**src/rtl/ofdm_tx_pkg.sv**
```systemverilog
// Shared constants and read FSM encoding for the OFDM transmit datapath.
package ofdm_tx_pkg;

  localparam int unsigned DATA_W = 8;   // I/Q width: sign, 1 integer, DATA_W-2 fraction
  localparam int unsigned N_FFT  = 64;  // samples per symbol body
  localparam int unsigned N_CP   = 16;  // cyclic prefix length, must be < N_FFT

  typedef enum logic [1:0] {
    StIdle = 2'd0,
    StCp   = 2'd1,
    StBody = 2'd2
  } cpState_e;

endpackage

```
**src/rtl/cp_dual_bank_ram.sv**
```systemverilog
// Two-bank simple dual-port sample RAM, one write port and one registered read port.
// Contents are not reset; the consumer qualifies read data with its own valid.
module cp_dual_bank_ram #(
  parameter int unsigned DATA_W = 8,
  parameter int unsigned N_FFT  = 64
) (
  input  logic                     Clk,
  input  logic                     WrEn,
  input  logic                     WrBank,
  input  logic [$clog2(N_FFT)-1:0] WrIdx,
  input  logic [2*DATA_W-1:0]      WrData,
  input  logic                     RdEn,
  input  logic                     RdBank,
  input  logic [$clog2(N_FFT)-1:0] RdIdx,
  output logic [2*DATA_W-1:0]      RdData
);

  logic [2*DATA_W-1:0] mem [2][N_FFT];

  // Write port and registered read port on the same clock.
  always_ff @(posedge Clk) begin
    if (WrEn) begin
      mem[WrBank][WrIdx] <= WrData;
    end
    if (RdEn) begin
      RdData <= mem[RdBank][RdIdx];
    end
  end

endmodule

```
**src/rtl/cyclic_prefix_inserter.sv**
```systemverilog
// Cyclic prefix inserter: ping-pongs IFFT output symbols through two RAM banks and
// replays the last N_CP samples of each symbol ahead of its full body.
// Optional feature: define CP_SYMBOL_CNT_EN to add the 16-bit SymbolCount output.
module cyclic_prefix_inserter #(
  parameter int unsigned DATA_W = ofdm_tx_pkg::DATA_W,
  parameter int unsigned N_FFT  = ofdm_tx_pkg::N_FFT,
  parameter int unsigned N_CP   = ofdm_tx_pkg::N_CP
) (
  input  logic              Clk,
  input  logic              Rst_n,
  input  logic              InputEnable,
  input  logic [DATA_W-1:0] DataInRe,
  input  logic [DATA_W-1:0] DataInIm,
  output logic              InputReady,
  output logic              OutputEnable,
  output logic [DATA_W-1:0] DataOutRe,
  output logic [DATA_W-1:0] DataOutIm,
  output logic              SymbolStart
`ifdef CP_SYMBOL_CNT_EN
  ,
  output logic [15:0]       SymbolCount
`endif
);

  import ofdm_tx_pkg::*;

  localparam int unsigned IDX_W = $clog2(N_FFT);
  localparam logic [IDX_W-1:0] LastIdx    = IDX_W'(N_FFT - 1);
  localparam logic [IDX_W-1:0] CpFirstIdx = IDX_W'(N_FFT - N_CP);

  logic [1:0]       fullQ, fullD;
  logic [IDX_W-1:0] wrIdxQ, wrIdxD;
  logic             wrBankQ, wrBankD;
  logic [IDX_W-1:0] rdIdxQ, rdIdxD;
  logic             rdBankQ, rdBankD;
  cpState_e         stateQ, stateD;
  logic             outValidQ, startQ;
  logic             accept, readEn, readDone;
  logic [2*DATA_W-1:0] rdData;

  assign InputReady = ~fullQ[wrBankQ];
  assign accept     = InputEnable & InputReady;

  // Write pointer and bank-full flags; a bank fill and a bank release may coincide
  // because they always address different banks.
  always_comb begin
    fullD   = fullQ;
    wrIdxD  = wrIdxQ;
    wrBankD = wrBankQ;
    if (accept) begin
      if (wrIdxQ == LastIdx) begin
        fullD[wrBankQ] = 1'b1;
        wrIdxD         = '0;
        wrBankD        = ~wrBankQ;
      end else begin
        wrIdxD = wrIdxQ + 1'b1;
      end
    end
    if (readDone) begin
      fullD[rdBankQ] = 1'b0;
    end
  end

  // Read FSM: prefix tail first, then the whole body, chaining banks without a gap.
  always_comb begin
    stateD   = stateQ;
    rdIdxD   = rdIdxQ;
    rdBankD  = rdBankQ;
    readEn   = 1'b0;
    readDone = 1'b0;
    unique case (stateQ)
      StIdle: begin
        if (fullQ[rdBankQ]) begin
          stateD = StCp;
          rdIdxD = CpFirstIdx;
        end
      end
      StCp: begin
        readEn = 1'b1;
        if (rdIdxQ == LastIdx) begin
          stateD = StBody;
          rdIdxD = '0;
        end else begin
          rdIdxD = rdIdxQ + 1'b1;
        end
      end
      StBody: begin
        readEn = 1'b1;
        if (rdIdxQ == LastIdx) begin
          readDone = 1'b1;
          rdBankD  = ~rdBankQ;
          if (fullQ[~rdBankQ]) begin
            stateD = StCp;
            rdIdxD = CpFirstIdx;
          end else begin
            stateD = StIdle;
            rdIdxD = '0;
          end
        end else begin
          rdIdxD = rdIdxQ + 1'b1;
        end
      end
      default: stateD = StIdle;
    endcase
  end

  // Control state registers.
  always_ff @(posedge Clk or negedge Rst_n) begin
    if (!Rst_n) begin
      fullQ   <= '0;
      wrIdxQ  <= '0;
      wrBankQ <= 1'b0;
      rdIdxQ  <= '0;
      rdBankQ <= 1'b0;
      stateQ  <= StIdle;
    end else begin
      fullQ   <= fullD;
      wrIdxQ  <= wrIdxD;
      wrBankQ <= wrBankD;
      rdIdxQ  <= rdIdxD;
      rdBankQ <= rdBankD;
      stateQ  <= stateD;
    end
  end

  // Output qualifiers aligned with the RAM's registered read data.
  always_ff @(posedge Clk or negedge Rst_n) begin
    if (!Rst_n) begin
      outValidQ <= 1'b0;
      startQ    <= 1'b0;
    end else begin
      outValidQ <= readEn;
      startQ    <= (stateQ == StCp) && (rdIdxQ == CpFirstIdx);
    end
  end

  cp_dual_bank_ram #(
    .DATA_W (DATA_W),
    .N_FFT  (N_FFT)
  ) uRam (
    .Clk    (Clk),
    .WrEn   (accept),
    .WrBank (wrBankQ),
    .WrIdx  (wrIdxQ),
    .WrData ({DataInRe, DataInIm}),
    .RdEn   (readEn),
    .RdBank (rdBankQ),
    .RdIdx  (rdIdxQ),
    .RdData (rdData)
  );

  // Gate RAM data so idle cycles present zeros regardless of stale RAM output.
  assign OutputEnable = outValidQ;
  assign SymbolStart  = outValidQ & startQ;
  assign DataOutRe    = outValidQ ? rdData[2*DATA_W-1:DATA_W] : '0;
  assign DataOutIm    = outValidQ ? rdData[DATA_W-1:0] : '0;

`ifdef CP_SYMBOL_CNT_EN
  logic [15:0] symCntQ;

  // Symbol counter, wraps naturally from 65535 to 0.
  always_ff @(posedge Clk or negedge Rst_n) begin
    if (!Rst_n) begin
      symCntQ <= '0;
    end else if (SymbolStart) begin
      symCntQ <= symCntQ + 16'd1;
    end
  end

  assign SymbolCount = symCntQ;
`endif

endmodule

```
**config.mk**
```make
export PLATFORM = sky130hd
export DESIGN_NAME = cyclic_prefix_inserter
export DESIGN_NICKNAME = d
export VERILOG_FILES = /design/src/rtl/ofdm_tx_pkg.sv /design/src/rtl/cp_dual_bank_ram.sv /design/src/rtl/cyclic_prefix_inserter.sv
export SDC_FILE = /design/constraint.sdc
export NUM_CORES = 2
export LEC_CHECK = 0
export ABC_AREA = 0
export BUFFER_PORTS_ARGS = -buffer_cell sky130_fd_sc_hd__buf_4
export CAP_MARGIN = 20
export CORE_MARGIN = 2
export CORE_UTILIZATION = 35
export DETAILED_ROUTE_END_ITERATION = 10
export GPL_TIMING_DRIVEN = 0
export PLACE_DENSITY = 0.53
export SLEW_MARGIN = 20
export SYNTH_ARGS = -nofsm -noshare
export SYNTH_HDL_FRONTEND = slang
export SYNTH_SLANG_ARGS = --single-unit
```
**constraint.sdc**
```tcl
create_clock -name Clk -period 3.6 [get_ports Clk]
set_clock_uncertainty 0.2 [all_clocks]
set_input_delay 0.72 -clock Clk [delete_from_list [all_inputs] [get_ports Clk]]
set_output_delay 0.72 -clock Clk [all_outputs]
set_load 0.1 [all_outputs]
```
==> impl_metrics.prom <==
# TYPE chip_impl_metric gauge
chip_impl_metric{name="design.core.area",unit="mm²"} 0.230
chip_impl_metric{name="nNetsFinal",unit=""} 4358
chip_impl_info{name="hold_path_end",value="uRam.mem[0][628]"} 1
chip_impl_info{name="violations",value="negative setup slack"} 1
chip_impl_metric{name="power.static_leakage",unit="nW"} 29.3
chip_impl_metric{name="async_reset_ff_share",unit="%"} 0.960
chip_impl_metric{name="globalplace.congestion",unit=""} 1.00
chip_impl_info{name="status",value="finished, violations left"} 1
chip_impl_info{name="cp-start-kind",value="register"} 1
chip_impl_metric{name="routed_wirelength",unit="mm"} 304
chip_impl_metric{name="drc_errors_left",unit=""} 0
chip_impl_info{name="worstSetupEndpointType",value="register"} 1
chip_impl_metric{name="synth_top_cell_area_share",unit="%"} 76.4
chip_impl_metric{name="final_antenna_violating_net_count",unit=""} 0
chip_impl_metric{name="synthesis.instances",unit=""} 3901
chip_impl_metric{name="final_core_utilization",unit="%"} 42.3
chip_impl_metric{name="drt_iter0_drc",unit=""} 7405
chip_impl_info{name="worst_hold_startpoint",value="DataInIm[4]"} 1
chip_impl_info{name="grt_setup_unrepaired",value="true"} 1
chip_impl_metric{name="synth-seq-area-share",unit="%"} 77.0
chip_impl_metric{name="worst_slew_pin_slew",unit="ns"} 1.27
chip_impl_metric{name="power-per-cell-area",unit="mW/mm²"} 605
chip_impl_info{name="hold_path.class",value="in2reg"} 1
chip_impl_metric{name="worst-endpoint-required",unit="ns"} 4.07
chip_impl_info{name="worst_r2r_startpoint",value="rdIdxQ[1]"} 1
chip_impl_metric{name="overflow",unit=""} 0
chip_impl_info{name="cts.root.buffer_cell",value="clkbuf_16"} 1
chip_impl_metric{name="cts.clk_slew.worst_paths",unit="ns"} 0.06
chip_impl_metric{name="initial_utilization",unit="%"} 35.2
chip_impl_metric{name="num_rows",unit=""} 176
chip_impl_metric{name="drive_above_1_share",unit="%"} 27.9
chip_impl_metric{name="grt_pass1_vias",unit=""} 42700
chip_impl_metric{name="drt_pre_antenna_iters",unit=""} 6
chip_impl_metric{name="finalWorstSetupSlack",unit="ns"} -0.209
chip_impl_metric{name="cp.arrival",unit="ns"} 4.28
chip_impl_metric{name="top_level_ports",unit=""} 38
chip_impl_info{name="netlist.top_cell.by_area",value="edfxtp_1"} 1
chip_impl_metric{name="h_tree_depth",unit=""} 4
chip_impl_metric{name="hpwl",unit="mm"} 199
chip_impl_metric{name="globalRouteMet3Util",unit="%"} 6.78
chip_impl_metric{name="io_buffer_count",unit=""} 37
chip_impl_metric{name="area_growth_syn_to_layout",unit="%"} 20.0
chip_impl_metric{name="synth-seq-cells",unit=""} 2084
chip_impl_metric{name="setup_total_negative_slack",unit="ns"} -7.70
chip_impl_metric{name="wl_per_cell",unit="µm"} 40.3
chip_impl_info{name="top_usage_layer",value="met2"} 1
chip_impl_metric{name="relSlewSlack",unit="%"} 15.5
chip_impl_metric{name="stdcell_count",unit=""} 7537
chip_impl_metric{name="clkSinkCount",unit=""} 2084
chip_impl_metric{name="critical_path.max_fanout",unit=""} 10
chip_impl_metric{name="syn-num-nets",unit=""} 3928
chip_impl_metric{name="slew_violations",unit=""} 0
chip_impl_info{name="yosys-top-cells-area",value="edfxtp_1, mux4_2, mux2i_1, mux4_1, a22oi_1"} 1
chip_impl_metric{name="drt-vias-per-instance",unit=""} 5.96
chip_impl_metric{name="die_x",unit="µm"} 486
chip_impl_metric{name="die_h",unit="µm"} 486
chip_impl_metric{name="achievable-frequency",unit="MHz"} 263
chip_impl_metric{name="max-vdd-ir-drop",unit="mV"} 0.576
chip_impl_info{name="tritoncts",value="yes"} 1
chip_impl_info{name="synth_flop_cell",value="edfxtp_1"} 1
chip_impl_metric{name="postSynthAreaPerCell",unit="µm²"} 20.8
chip_impl_metric{name="gr_met1_demand_resource",unit="%"} 33.4
chip_impl_metric{name="p_total",unit="mW"} 58.9
chip_impl_metric{name="dpl.cell_count",unit=""} 7051
chip_impl_metric{name="minimum_clock_period",unit="ns"} 3.81
chip_impl_metric{name="max_cap_viol_count",unit=""} 0
chip_impl_metric{name="setup_viol",unit=""} 138
chip_impl_metric{name="groute.usage.overall",unit="%"} 25.4
chip_impl_metric{name="count_of_flip_flops_with_a_built_in_enable_after_synthesis",unit=""} 2064
chip_impl_info{name="crit_chain",value="buf_2, inv_1, clkbuf_8, a21oi_1, nand3_2, nand2_4, nand4_1, nor3_4"} 1
chip_impl_metric{name="grt_pass1_wl",unit="mm"} 398
chip_impl_metric{name="pin_count_of_the_biggest_net_entering_global_routing",unit=""} 129
chip_impl_metric{name="netlist-cell-type-count",unit=""} 64
chip_impl_metric{name="worstHoldPathCells",unit=""} 1
chip_impl_metric{name="fillCellCount",unit=""} 20100
chip_impl_metric{name="cts_buffers",unit=""} 212
chip_impl_metric{name="floorplan.die_area",unit="mm²"} 0.236
chip_impl_info{name="critical_path_cell_with_the_highest_stage_delay",value="nand4_1"} 1
chip_impl_metric{name="num_vias",unit=""} 44900
chip_impl_metric{name="initial_antenna_violation_count",unit=""} 13
chip_impl_metric{name="combined_area_of_all_synthesized_cells",unit="mm²"} 0.0812
chip_impl_metric{name="synthesis.yosys.warnings",unit=""} 0
chip_impl_info{name="reg2reg_to",value="uRam.RdData[8]"} 1
chip_impl_metric{name="report.final.hold_viol_count",unit=""} 0
chip_impl_metric{name="max_stage_delay",unit="ns"} 0.69
chip_impl_metric{name="met2_usage",unit="%"} 38.6
chip_impl_metric{name="ff2ff_setup_slack",unit="ns"} -0.21
chip_impl_info{name="setup.worst_path.class",value="reg2reg"} 1
chip_impl_metric{name="cts_buffer_depth",unit=""} 3
chip_impl_metric{name="worstRegToRegCells",unit=""} 8
chip_impl_metric{name="worstSkewPairLatency",unit="ns"} 0.91
chip_impl_metric{name="final.period_utilization",unit="%"} 106
==> synthesized netlist by cell type, types with 20 or more instances <==
cell type	number
buf_2	56
mux4_2	320
and2_1	20
nor3_1	28
a22oi_1	146
nand2_1	113
dfrtp_1	20
edfxtp_1	2064
mux4_1	49
a21oi_1	83
nor2_1	171
clkbuf_1	68
buf_8	26
buf_6	23
o22ai_1	63
o21ai_0	44
a221oi_1	26
a211oi_1	28
nand3_1	39
mux2i_1	332
==> flip-flops by register name, summed over array words and instances (netlist names) <==
| signal | flops |
|---|---|
| startQ | 1 |
| stateQ | 2 |
| rdBankQ | 1 |
| wrIdxQ | 6 |
| uRam.mem | 2048 |
| wrBankQ | 1 |
| fullQ | 2 |
| rdIdxQ | 6 |
| OutputEnable | 1 |
| uRam.RdData | 16 |
==> area by class of cell <==
| class | count | area, µm² | area share [%] |
|---|---|---|---|
| diodes | 4 | 10.0 | 0.0103 |
| inverters | 7 | 26.3 | 0.0270 |
| repair buffers | 220 | 3280 | 3.36 |
| multi-input cells | 1590 | 18300 | 18.8 |
| well taps | 3026 | 3790 | 3.89 |
| clock buffers | 262 | 5510 | 5.66 |
| flip-flops and latches | 2084 | 62500 | 64.1 |
| clock inverters | 128 | 1350 | 1.39 |
| plain buffers | 216 | 2650 | 2.72 |
==> kinds of logic after synthesis <==
kind of cell | Yosys count | synth area share, %
adder cells (fa/ha/maj) | 8 | 0.123
XOR/XNOR | 5 | 0.0540
buffers and inverters | 227 | 2.18
AO/OA/AOI/OAI | 447 | 3.74
flip-flops | 2084 | 77.0
AND/OR/NAND/NOR | 426 | 2.32
multiplexers | 704 | 14.6
==> cells in the final DEF, fill, tap and decap left out, drive strengths merged, types with 9 or more instances in the layout <==
cell    netlist  routed
dfrtp        20      20
a211oi       30      30
mux2i       332     332
nor2        171     171
nand2       113     113
edfxtp     2064    2064
nor3         28      28
buf         139     364
clkinv        0     100
clkbuf       80     332
and2         20      20
a31oi        19      19
bufinv        0      20
nor4         12      12
a221oi       26      26
o22ai        63      63
a22oi       146     146
nor2b        13      13
o21ai        46      46
mux4        369     369
nand4         9       9
nand3        40      40
inv           7      13
a21oi        84      84
==> how the worst max path moves through the flow <==
stage	from	slack, ns	end	depth (start not counted)
2_1_floorplan	wrBankQ	0.19	uRam.mem[1][64]	5
5_1_grt	wrBankQ	-0.10	uRam.mem[1][921]	7
4_1_cts	wrBankQ	-0.22	uRam.mem[0][437]	7
3_3_place_gp	rdIdxQ[2]	-2.80	uRam.RdData[14]	7
3_5_place_dp	rdIdxQ[0]	-1.85	uRam.RdData[8]	9
6_report	rdIdxQ[1]	-0.21	uRam.RdData[8]	8
==> per-stage QoR <==
step           area [µm²]  setup slack (ns)  hold slack [ns]
2_1_floorplan       81200             0.188            0.224
3_3_place_gp        85300             -2.80            0.366
3_5_place_dp        87900             -1.85            0.366
4_1_cts             96800            -0.221           0.0282
5_1_grt             97400            -0.103           0.0180
6_report            97400            -0.209           0.0255
==> layer usage <==
metal / share of wire [%] / vias to the layer above
met5: 0.0046 / -
met4: 6.3 / 2
met3: 11 / 666
met2: 45 / 2932
met1: 38 / 24100
li1: - / 17200
==> power breakdown <==
group | internal [mW] | switching (mW)
registers | 27.2 | 0.157
logic | 2.29 | 7.20
clock network | 12.3 | 9.70
==> critical path: cells and delay by family (launching register included) <==
kind,cells,cell delay [ns]
simple gates,4,1.61
compound gates,1,0.24
buf+inv,3,1.01
flops,1,0.50
==> repair_timing <==
item / 4_1_cts / 5_1_grt
buffers inserted: 57 / 34
resized for setup: 325 / 56
hold buffers: 1 / 0
endpoints found under the setup margin: 1191 / 385
hold endpoints to repair: 20 / 0
pin swaps: 38 / 25
(Power assumes the default switching activity.)
